**config.mk**
```make
export PLATFORM = sky130hd
export DESIGN_NAME = mem_access
export DESIGN_NICKNAME = d
export VERILOG_FILES = /design/src/rtl/mem_access.sv
export SDC_FILE = /design/constraint.sdc
export NUM_CORES = 1
export LEC_CHECK = 0
export CORE_MARGIN = 1
export CORE_UTILIZATION = 40
export DETAILED_ROUTE_END_ITERATION = 12
export GPL_TIMING_DRIVEN = 1
export HOLD_SLACK_MARGIN = 0.1
export PLACE_DENSITY = 0.84
export SKIP_LAST_GASP = 1
export SLEW_MARGIN = 40
export SYNTH_ARGS = -nofsm -noshare
export SYNTH_HDL_FRONTEND = slang
export SYNTH_SLANG_ARGS = --single-unit
export TNS_END_PERCENT = 30
```
**constraint.sdc**
```tcl
create_clock -name i_clk -period 3.35 [get_ports i_clk]
set_clock_uncertainty 0.05 [all_clocks]
set_input_delay 0.5025 -clock i_clk [delete_from_list [all_inputs] [get_ports i_clk]]
set_output_delay 0.5025 -clock i_clk [all_outputs]
set_load 0.01 [all_outputs]
```
**src/rtl/mem_access.sv**
```systemverilog
// Memory-access stage: non-memory ops pass straight to writeback; loads and stores
// are captured and held on a level request until the memory acks or the wait times out.
module mem_access #(
    parameter int ACK_TIMEOUT = 15
) (
    input  logic        i_clk,
    input  logic        i_rstn,
    input  logic        i_valid,
    input  logic [15:0] i_aluResult,
    input  logic [15:0] i_storeData,
    input  logic        i_isLoad,
    input  logic        i_isStore,
    input  logic [2:0]  i_dstReg,
    output logic        o_stall,
    output logic [15:0] o_memAddr,
    output logic [15:0] o_memWrData,
    output logic        o_memRen,
    output logic        o_memWen,
    input  logic [15:0] i_memRdData,
    input  logic        i_memAck,
    output logic        o_wbValid,
    output logic [15:0] o_wbData,
    output logic [2:0]  o_wbReg,
    output logic        o_busErr,
    output logic        o_state
);

    // Handshake: upstream presents an op with i_valid; the op is consumed on any
    // rising edge where o_stall is low, and held by upstream while o_stall is high.
    localparam logic [0:0] IDLE   = 1'b0;
    localparam logic [0:0] ACCESS = 1'b1;

    localparam int CW = ($clog2(ACK_TIMEOUT + 1) > 4) ? $clog2(ACK_TIMEOUT + 1) : 4;
    localparam logic [CW-1:0] WAIT_LAST = CW'(ACK_TIMEOUT - 1);

    logic [0:0]    state;
    logic [CW-1:0] wait_cnt;
    logic [2:0]    op_reg;

    assign o_stall = (state == ACCESS);
    assign o_state = state[0];

    always_ff @(posedge i_clk or negedge i_rstn) begin
        if (!i_rstn) begin
            state       <= IDLE;
            wait_cnt    <= '0;
            op_reg      <= '0;
            o_memAddr   <= '0;
            o_memWrData <= '0;
            o_memRen    <= 1'b0;
            o_memWen    <= 1'b0;
            o_wbValid   <= 1'b0;
            o_wbData    <= '0;
            o_wbReg     <= '0;
            o_busErr    <= 1'b0;
        end else begin
            o_wbValid <= 1'b0;
            case (state)
                IDLE: begin
                    if (i_valid && (i_isLoad || i_isStore)) begin
                        // A load/store collision resolves to a load.
                        state       <= ACCESS;
                        wait_cnt    <= '0;
                        op_reg      <= i_dstReg;
                        o_memAddr   <= i_aluResult;
                        o_memWrData <= i_storeData;
                        o_memRen    <= i_isLoad;
                        o_memWen    <= !i_isLoad;
                    end else if (i_valid) begin
                        o_wbValid <= 1'b1;
                        o_wbData  <= i_aluResult;
                        o_wbReg   <= i_dstReg;
                    end
                end
                ACCESS: begin
                    if (i_memAck) begin
                        // Ack wins over a timeout reached in the same cycle.
                        state    <= IDLE;
                        o_memRen <= 1'b0;
                        o_memWen <= 1'b0;
                        if (o_memRen) begin
                            o_wbValid <= 1'b1;
                            o_wbData  <= i_memRdData;
                            o_wbReg   <= op_reg;
                        end
                    end else if (wait_cnt == WAIT_LAST) begin
                        state    <= IDLE;
                        o_memRen <= 1'b0;
                        o_memWen <= 1'b0;
                        o_busErr <= 1'b1;
                    end else begin
                        wait_cnt <= wait_cnt + 1'b1;
                    end
                end
                default: state <= IDLE;
            endcase
        end
    end

endmodule

```
==> run metrics, run 1 <==
status=finished, violations left; failing checks=DRC; Tot GR Track Use=around 18%; Via Count=~1900; register area share after synthesis=57.4%; Worst-Margin Slew=approximately 620 ps; die height=around 85 µm; commonest non-fill, non-tap cell in the layout=clkdlybuf4s50_1; CP Class=register to output port; Critical Path AT=between 1500 and 2000 ps; crit path launch type=register; post-synthesis cell area=around 2700 µm²; Combinational Power Share=about 37%; synthesized flop and latch total=63; design area=between 4000 and 5000 µm²; vias per cell=around 5; drc violations=8; Rows=29; r2r setup slk=between 1000 and 1500 ps; Seq pwr share=a little over two fifths; placed insts=364; Clk pwr share=21.0%; FF-to-FF Start=o_stall; MaxCap Viol Count=0; Hold WC Path Type=register to register; CP bufs+invs=1; Syn Inst Count=between 150 and 200; largest net degree at the start of global routing=between 40 and 50; worst min-delay path endpoint=o_memWrData[5]; Hold Path Stages=1; Routed WL=roughly 5.9 mm; Clk Latency, worst-skew pair=roughly 330 ps; Worst VDD drop=about 330 µV; Slew Limit Fails=0; DRT iter0 DRCs=36; relative slew slack=about three fifths; most frequent cells in the layout=clkdlybuf4s50_1 (112), dfrtp_1 (63), mux2_2 (56); post-synthesis async set-or-reset flop share=100%; synthesized net count=238; required time of the critical path=2800 ps; CTS tree=done; slowest stage cell, crit path=dfrtp_1; HP Start=o_memWrData[5]; Antenna Cells=0; Leak=between 1.5 and 2 nW; Crit Reg-Reg Endpoint=o_memWrData[6]; antenna viol nets, final=0; non-filler cells, final=380; Netlist cell types=28; synth warn=0; P&R area growth vs syn=48.9%; Primary FF master, synth=dfrtp_1; largest registers=o_memAddr x16, o_memWrData x16, o_wbData x16; htree depth=3; Root Driver=clkbuf_8; Int Power=approximately 1.9 mW; Die Area=about 7000 µm²; clock buffer depth=2; max incr delay on CP=roughly 660 ps; Fill cells=about 520; RSZ-0062 raised after global routing=no; first-pass GRT wire length=roughly 9.8 mm; Num CTS Buffers=9; Die Wd=84.9 µm; gpl congestion=between 0.6 and 0.7; Max Fclk=roughly 0.46 GHz; vias in the first global route=between 2000 and 2500; Fin. Hold Viols=0; CTS sink cnt=63; family with the most delay on the worst path=flip-flops; P_sw=~0.75 mW; Setup-failing EPs final=0; power density over the cells=between 600 and 700 nW/µm²; EDFF count, synth=0; proportion of layout cells with a drive suffix above 1=a little over a quarter; fin util=63.0%; Tmin final=about 2200 ps; Final HPWL DP=approximately 4.2 mm; IO buf count=about 110; Critical Path Fanout Max=14; core area=6490 µm²; CTS clk-pin slew, worst paths=approximately 70 ps; io pins=around 110; Critical Path End Type=output port; reg2reg path depth=3; initial antenna violation count=0; DP Area=between 3000 and 4000 µm²; Syn Area/Cell=approximately 15 µm²; initial core utilization=between 40% and 50%; routed len/inst=between 15 and 20 µm; TritonRoute pass-1 iters=9; critical path cell sequence=clkdlybuf4s50_1; GR Overflow Total=0; Final nets=around 360; switching part of the total power=between 20% and 30%; power after layout=around 2.7 mW; Tcrit/Tclk final=between 60% and 70%; Fin Setup TNS=0 ps
metrics by stage:
stage	worst slack (ps)	hold WS [ps]
2_1_floorplan	1750	157
3_3_place_gp	1040	411
3_5_place_dp	989	426
4_1_cts	1110	439
5_1_grt	1070	461
6_report	1150	434
cell usage after synthesis (2+ instances only):
cell | n | area, µm²
buf_6 | 6 | 67.6
a21oi_1 | 2 | 10.0
buf_2 | 2 | 10.0
o21ai_0 | 2 | 10.0
ha_1 | 2 | 25.0
dfrtp_1 | 63 | 1580
mux2_1 | 17 | 191
nand2_1 | 3 | 11.3
mux2_2 | 56 | 631
nand3_1 | 4 | 20.0
inv_1 | 3 | 11.3
o2bb2ai_1 | 3 | 26.3
per-layer routing:
layer	share of wire (%)	global-route usage, %	vias to the layer above
li1	-	-	884
met1	41	22.1	933
met2	49	28.8	74
met3	8.5	6.23	7
met4	1.1	6.93	0
met5	0	0	-
kinds of logic (layout without fill, tap and decap cells):
| family | count (synthesis) | count (layout) | share of synthesized area, % |
|---|---|---|---|
| adder cells (fa/ha/maj) | 2 | 2 | 0.911 |
| flip-flops | 63 | 63 | 57.4 |
| AND/OR/NAND/NOR | 14 | 14 | 3.69 |
| AO/OA/AOI/OAI | 14 | 14 | 4.24 |
| multiplexers | 74 | 74 | 30.3 |
| buffers and inverters | 12 | 136 | 3.51 |
power groups by stage:
stage	clock, mW	combinational (mW)	sequential [mW]
5_1_grt	0.619	1.04	1.15
6_report	0.557	0.974	1.12
3_5_place_dp	0	0.984	1.14
4_1_cts	0.578	0.989	1.12
3_3_place_gp	0	0.967	1.13
2_1_floorplan	0	0.322	1.22
worst max-delay path by stage:
stage | startpoint | end | slack [ps] | cells after the start
final | o_stall | o_state | 1150 | 1
after global routing | o_stall | o_state | 1070 | 1
after CTS | o_stall | o_state | 1110 | 1
after detailed placement | i_isStore | o_memAddr[10] | 990 | 4
after global placement | i_isStore | o_memWrData[1] | 1040 | 4
after floorplan | o_stall | o_wbData[0] | 1750 | 5
area by class of cell:
type                    instances  area, µm²  share of cell area (%)
multi-input cells             104       1070                    26.3
inverters                       3       11.3                   0.275
clock buffers                  11        141                    3.46
clock inverters                 4       22.5                   0.550
flip-flops and latches         63       1580                    38.5
well taps                      77       96.3                    2.35
repair buffers                118       1170                    28.6
timing repair:
item / CTS / global route
resized for setup: 0 / 0
setup buffers: 0 / 0
endpoints found under the hold margin: 13 / 0
hold buffers: 1 / 0
setup endpoints to repair: 0 / 0
Power figures use the tool's default switching activity.
==> inputs of run 2 (changes only) <==
--- a/config.mk
+++ b/config.mk
@@ -6,11 +6,11 @@
 export NUM_CORES = 1
 export LEC_CHECK = 0
 export CORE_MARGIN = 1
-export CORE_UTILIZATION = 40
+export CORE_UTILIZATION = 39
 export DETAILED_ROUTE_END_ITERATION = 12
 export GPL_TIMING_DRIVEN = 1
 export HOLD_SLACK_MARGIN = 0.1
-export PLACE_DENSITY = 0.84
+export PLACE_DENSITY = 0.85
 export SKIP_LAST_GASP = 1
 export SLEW_MARGIN = 40
 export SYNTH_ARGS = -nofsm -noshare
==> constraint.sdc (replaced) <==
create_clock -name i_clk -period 1.9 [get_ports i_clk]
set_clock_uncertainty 0.05 [all_clocks]
set_input_delay 0.285 -clock i_clk [delete_from_list [all_inputs] [get_ports i_clk]]
set_output_delay 0.285 -clock i_clk [all_outputs]
set_load 0.01 [all_outputs]
==> run 2 against run 1 <==
The run now ends clean; final cell count grew 6.3%; final area increased by 3.1%; critical path depth increased by 1; sequential share of layout area down 1.1 points; largest power group unchanged.
==> run metrics, run 2 (synthesis results as in run 1) <==
Die Wd=about 86 µm; first-pass GRT wire length=slightly below 10 mm; non-filler cells, final=404; worst min-delay path endpoint=o_memAddr[0]; Hold Path Stages=1; routed len/inst=14.9 µm; HP Start=o_memAddr[0]; CTS tree=done; clock buffer depth=2; Fin. Hold Viols=0; proportion of layout cells with a drive suffix above 1=27.3%; status=completed; Critical Path Fanout Max=17; Leak=1.72 nW; DRT iter0 DRCs=54; Tmin final=about 1800 ps; initial core utilization=roughly 40%; Final nets=about 360; power density over the cells=between 1000 and 1500 nW/µm²; met2 wire len=2.93 mm; Worst VDD drop=617 µV; MaxCap Viol Count=0; Antenna Cells=0; CTS clk-pin slew, worst paths=around 70 ps; placed insts=between 300 and 400; TritonRoute pass-1 iters=4; core area=6790 µm²; die height=~86 µm; Slew Limit Fails=0; initial antenna violation count=0; fin util=62.1%; Clk Latency, worst-skew pair=approximately 330 ps; required time of the critical path=around 1600 ps; post-placement setup slack=-1.41 ps; Rows=30; critical path cell sequence=buf_8, clkdlybuf4s50_1; Tcrit/Tclk final=a little over nine tenths; Via Count=1906; Num CTS Buffers=9; Worst-Margin Slew=around 440 ps; Critical Path AT=1500 ps; Hold WC Path Type=register to register; Fin Hold WS=433 ps; commonest non-fill, non-tap cell in the layout=clkdlybuf4s50_1; P&R area growth vs syn=53.5%; vias per cell=4.72; FF-to-FF Start=o_stall; htree depth=3; Fill cells=537; Critical Path End Type=output port; CP Class=register to output port; antenna viol nets, final=0; Tot GR Track Use=17.6%; slowest stage cell, crit path=clkdlybuf4s50_1; multi-input logic area=roughly 1100 µm²; most frequent cells in the layout=clkdlybuf4s50_1 (112), dfrtp_1 (63), mux2_2 (56); reg2reg path depth=5; r2r setup slk=330 ps; final worst slack=between 60 and 70 ps; CTS sink cnt=63; relative slew slack=70.6%; RSZ-0062 raised after global routing=no; highest routed layer=met4; Die Area=7380 µm²; drc violations=0; DR WL met3=400 µm; Max Fclk=0.544 GHz; io pins=114; Storage cell area=1580 µm²; power after layout=a little under 5 mW; GR Overflow Total=0; Setup-failing EPs final=0; Final HPWL DP=roughly 4.4 mm; max incr delay on CP=570 ps; IO buf count=113; crit path launch type=register; gpl congestion=between 0.7 and 0.8; Crit Reg-Reg Endpoint=o_wbData[8]; largest registers=o_memAddr x16, o_memWrData x16, o_wbData x16; vias in the first global route=2020; DRT met1 WL=around 2.5 mm; Root Driver=clkbuf_8; largest net degree at the start of global routing=35; Routed WL=about 6 mm
## run 2: routing by layer
layer  up-vias  GRT usage (%)
met5         -              0
met4         0           8.03
met3        15           5.68
met2        65           28.1
met1       933           21.8
li1        893              -
## run 2: how the worst max path moves through the flow
stage / startpoint / endpoint / slack, ps / cells after the start
floorplan: o_stall / o_wbData[0] / 300 / 5
global placement: i_valid / o_wbReg[1] / 20 / 5
detailed placement: i_valid / o_wbData[1] / -1 / 5
CTS: o_stall / o_stall / 20 / 2
global route: o_stall / o_stall / 9 / 2
finish: o_stall / o_stall / 60 / 2
## run 2: metrics by stage
stage / setup TNS [ps] / area, µm²
floorplan: 0 / 2750
global placement: 0 / 4000
detailed placement: -2.32 / 4000
CTS: 0 / 4210
global route: 0 / 4220
finish: 0 / 4220
## run 2: critical path: cells and delay by family (launching register included)
family	cells	cell delay (ps)
buf+inv	2	770
flops	1	400
## run 2: final cells by class
cell class	count	share of cell area, %
clock buffers	12	3.68
clock inverters	3	1.01
inverters	3	0.267
multi-input cells	104	25.5
flip-flops and latches	63	37.4
well taps	96	2.85
repair buffers	123	29.3
## run 2: repair_timing
action | 4_1_cts | 5_1_grt
setup endpoints to repair | 2 | 2
hold buffers | 1 | 0
setup buffers | 0 | 0
endpoints found under the hold margin | 63 | 0
pin swaps | 0 | 0
resized for setup | 1 | 1
## run 2: power breakdown
group | switching, mW | internal, mW | total, mW
sequential | 0.215 | 1.75 | 1.96
clock | 0.498 | 0.669 | 1.17
combinational | 0.638 | 1.14 | 1.78
==> inputs of run 3 (changes only) <==
--- a/config.mk
+++ b/config.mk
@@ -6,11 +6,11 @@
 export NUM_CORES = 1
 export LEC_CHECK = 0
 export CORE_MARGIN = 1
-export CORE_UTILIZATION = 39
+export CORE_UTILIZATION = 30
 export DETAILED_ROUTE_END_ITERATION = 12
 export GPL_TIMING_DRIVEN = 1
 export HOLD_SLACK_MARGIN = 0.1
-export PLACE_DENSITY = 0.85
+export PLACE_DENSITY = 0.7
 export SKIP_LAST_GASP = 1
 export SLEW_MARGIN = 40
 export SYNTH_ARGS = -nofsm -noshare
==> run 3 against run 2 <==
The flow now finishes with violations (DRC); final area up 0.95%; sequential cell count unchanged; setup slack better by 83 ps; first-iteration DRC count down 28%; sequential power about the same; via count down 0.79%; core utilization down 14 points; sequential share of layout area down 0.32 points.
==> run metrics, run 3 (synthesis results as in run 1) <==
Fin. Hold Viols=0; Via Count=between 1500 and 2000; Tot GR Track Use=roughly an eighth; met3 Resource Use GR=between 3 and 4%; Fin Setup TNS=0 ps; r2r setup slk=between 150 and 200 ps; IO buf count=113; power after layout=approximately 4.9 mW; largest registers=o_memAddr x16, o_memWrData x16, o_wbData x16; CTS sink cnt=63; Antenna Cells=0; most frequent cells in the layout=clkdlybuf4s50_1 (112), dfrtp_1 (62), mux2_2 (56); Final HPWL DP=around 4.2 mm; Tmin final=1760 ps; Root Driver=clkbuf_8; Routed WL=a little under 6 mm; CTS tree=done; commonest non-fill, non-tap cell in the layout=clkdlybuf4s50_1; GR peak layer=met2; gpl congestion=just under 0.7; first-pass GRT wire length=9.89 mm; Die Area=~9500 µm²; Rows=34; htree depth=3; crit path to=o_state; power density over the cells=between 1000 and 1500 nW/µm²; status=finished, violations left; vias in the first global route=roughly 2000; proportion of layout cells with a drive suffix above 1=roughly 28%; largest net degree at the start of global routing=64; design area=4260 µm²; FF-to-FF Start=o_stall; Tcrit/Tclk final=between 90 and 100%; Clk Latency, worst-skew pair=roughly 330 ps; Setup-failing EPs final=0; met2 usage=between 20% and 30%; DRT iter0 DRCs=39; antenna viol nets, final=0; required time of the critical path=between 1500 and 2000 ps; vias per cell=roughly 4.5; post-placement setup slack=8.15 ps; Storage cell area=1580 µm²; clock buffer depth=2; placed insts=slightly below 400; Num CTS Buffers=9; MaxCap Viol Count=0; routed len/inst=between 10 and 15 µm; Crit Reg-Reg Endpoint=o_wbData[0]; initial core utilization=between 30% and 40%; Leak=approximately 1.7 nW; Worst-Margin Slew=382 ps; Critical Path AT=roughly 1400 ps; Worst VDD drop=543 µV; CTS clk-pin slew, worst paths=approximately 80 ps; Critical Path End Type=output port; Slew Limit Fails=0; drc violations=22; P&R area growth vs syn=54.9%; crit path from=o_stall; TritonRoute pass-1 iters=8; final worst slack=between 100 and 150 ps; Die Wd=slightly below 100 µm; DP Area=~4000 µm²; grt met1 use=roughly 17%; relative slew slack=between 70 and 80%; failing checks=DRC; Hold WC Path Type=primary input to async pin; Final nets=roughly 360; multi-input logic area=1070 µm²; Max Fclk=approximately 0.57 GHz; crit path launch type=register; CP Class=register to output port; Critical Path Fanout Max=12; GR Overflow Total=0; reg2reg path depth=5; Fin Hold WS=about 420 ps; RSZ-0062 raised after global routing=no; core area=around 8800 µm²; initial antenna violation count=0; io pins=between 100 and 150; die height=approximately 100 µm; non-filler cells, final=416; Fill cells=about 820; fin util=approximately half
-- run 3: routing by layer --
metal | wire [µm] | up-vias
met1 | 2680 | 918
li1 | - | 894
met5 | 0 | -
met4 | 73 | 0
met2 | 2730 | 72
met3 | 431 | 7
-- run 3: final cells by class --
| type | instances | share of cell area, % |
|---|---|---|
| timing repair buffer | 122 | 29.4 |
| clock buffer | 11 | 3.56 |
| multi-input combinational | 104 | 25.2 |
| clock inverter | 5 | 1.32 |
| sequential | 63 | 37.1 |
| inverter | 3 | 0.265 |
| tap | 108 | 3.17 |
-- run 3: repair_timing --
action,CTS,global route
setup endpoints to repair,2,0
hold buffers,1,0
endpoints found under the hold margin,63,0
gates resized for setup,2,0
buffers inserted,1,0
-- run 3: worst min path at each step --
stage | from | endpoint | cells past startpoint
final | i_rstn | o_memWrData[11] | 3
after global routing | i_rstn | o_memAddr[0] | 3
after CTS | i_rstn | o_memWrData[11] | 3
after detailed placement | i_rstn | o_memWrData[12] | 2
after global placement | i_rstn | o_memWrData[12] | 2
after floorplan | i_rstn | o_busErr | 0
-- run 3: worst max-delay path: stages (launching register included) --
cell	delay [ps]
dfrtp_2	370
buf_6	170
clkdlybuf4s50_1	560
-- run 3: power breakdown --
group / total [mW] / internal (mW) / switching (mW)
sequential: 1.96 / 1.75 / 0.211
clock: 1.19 / 0.675 / 0.517
combinational: 1.78 / 1.15 / 0.631
total: 4.93 / 3.57 / 1.36
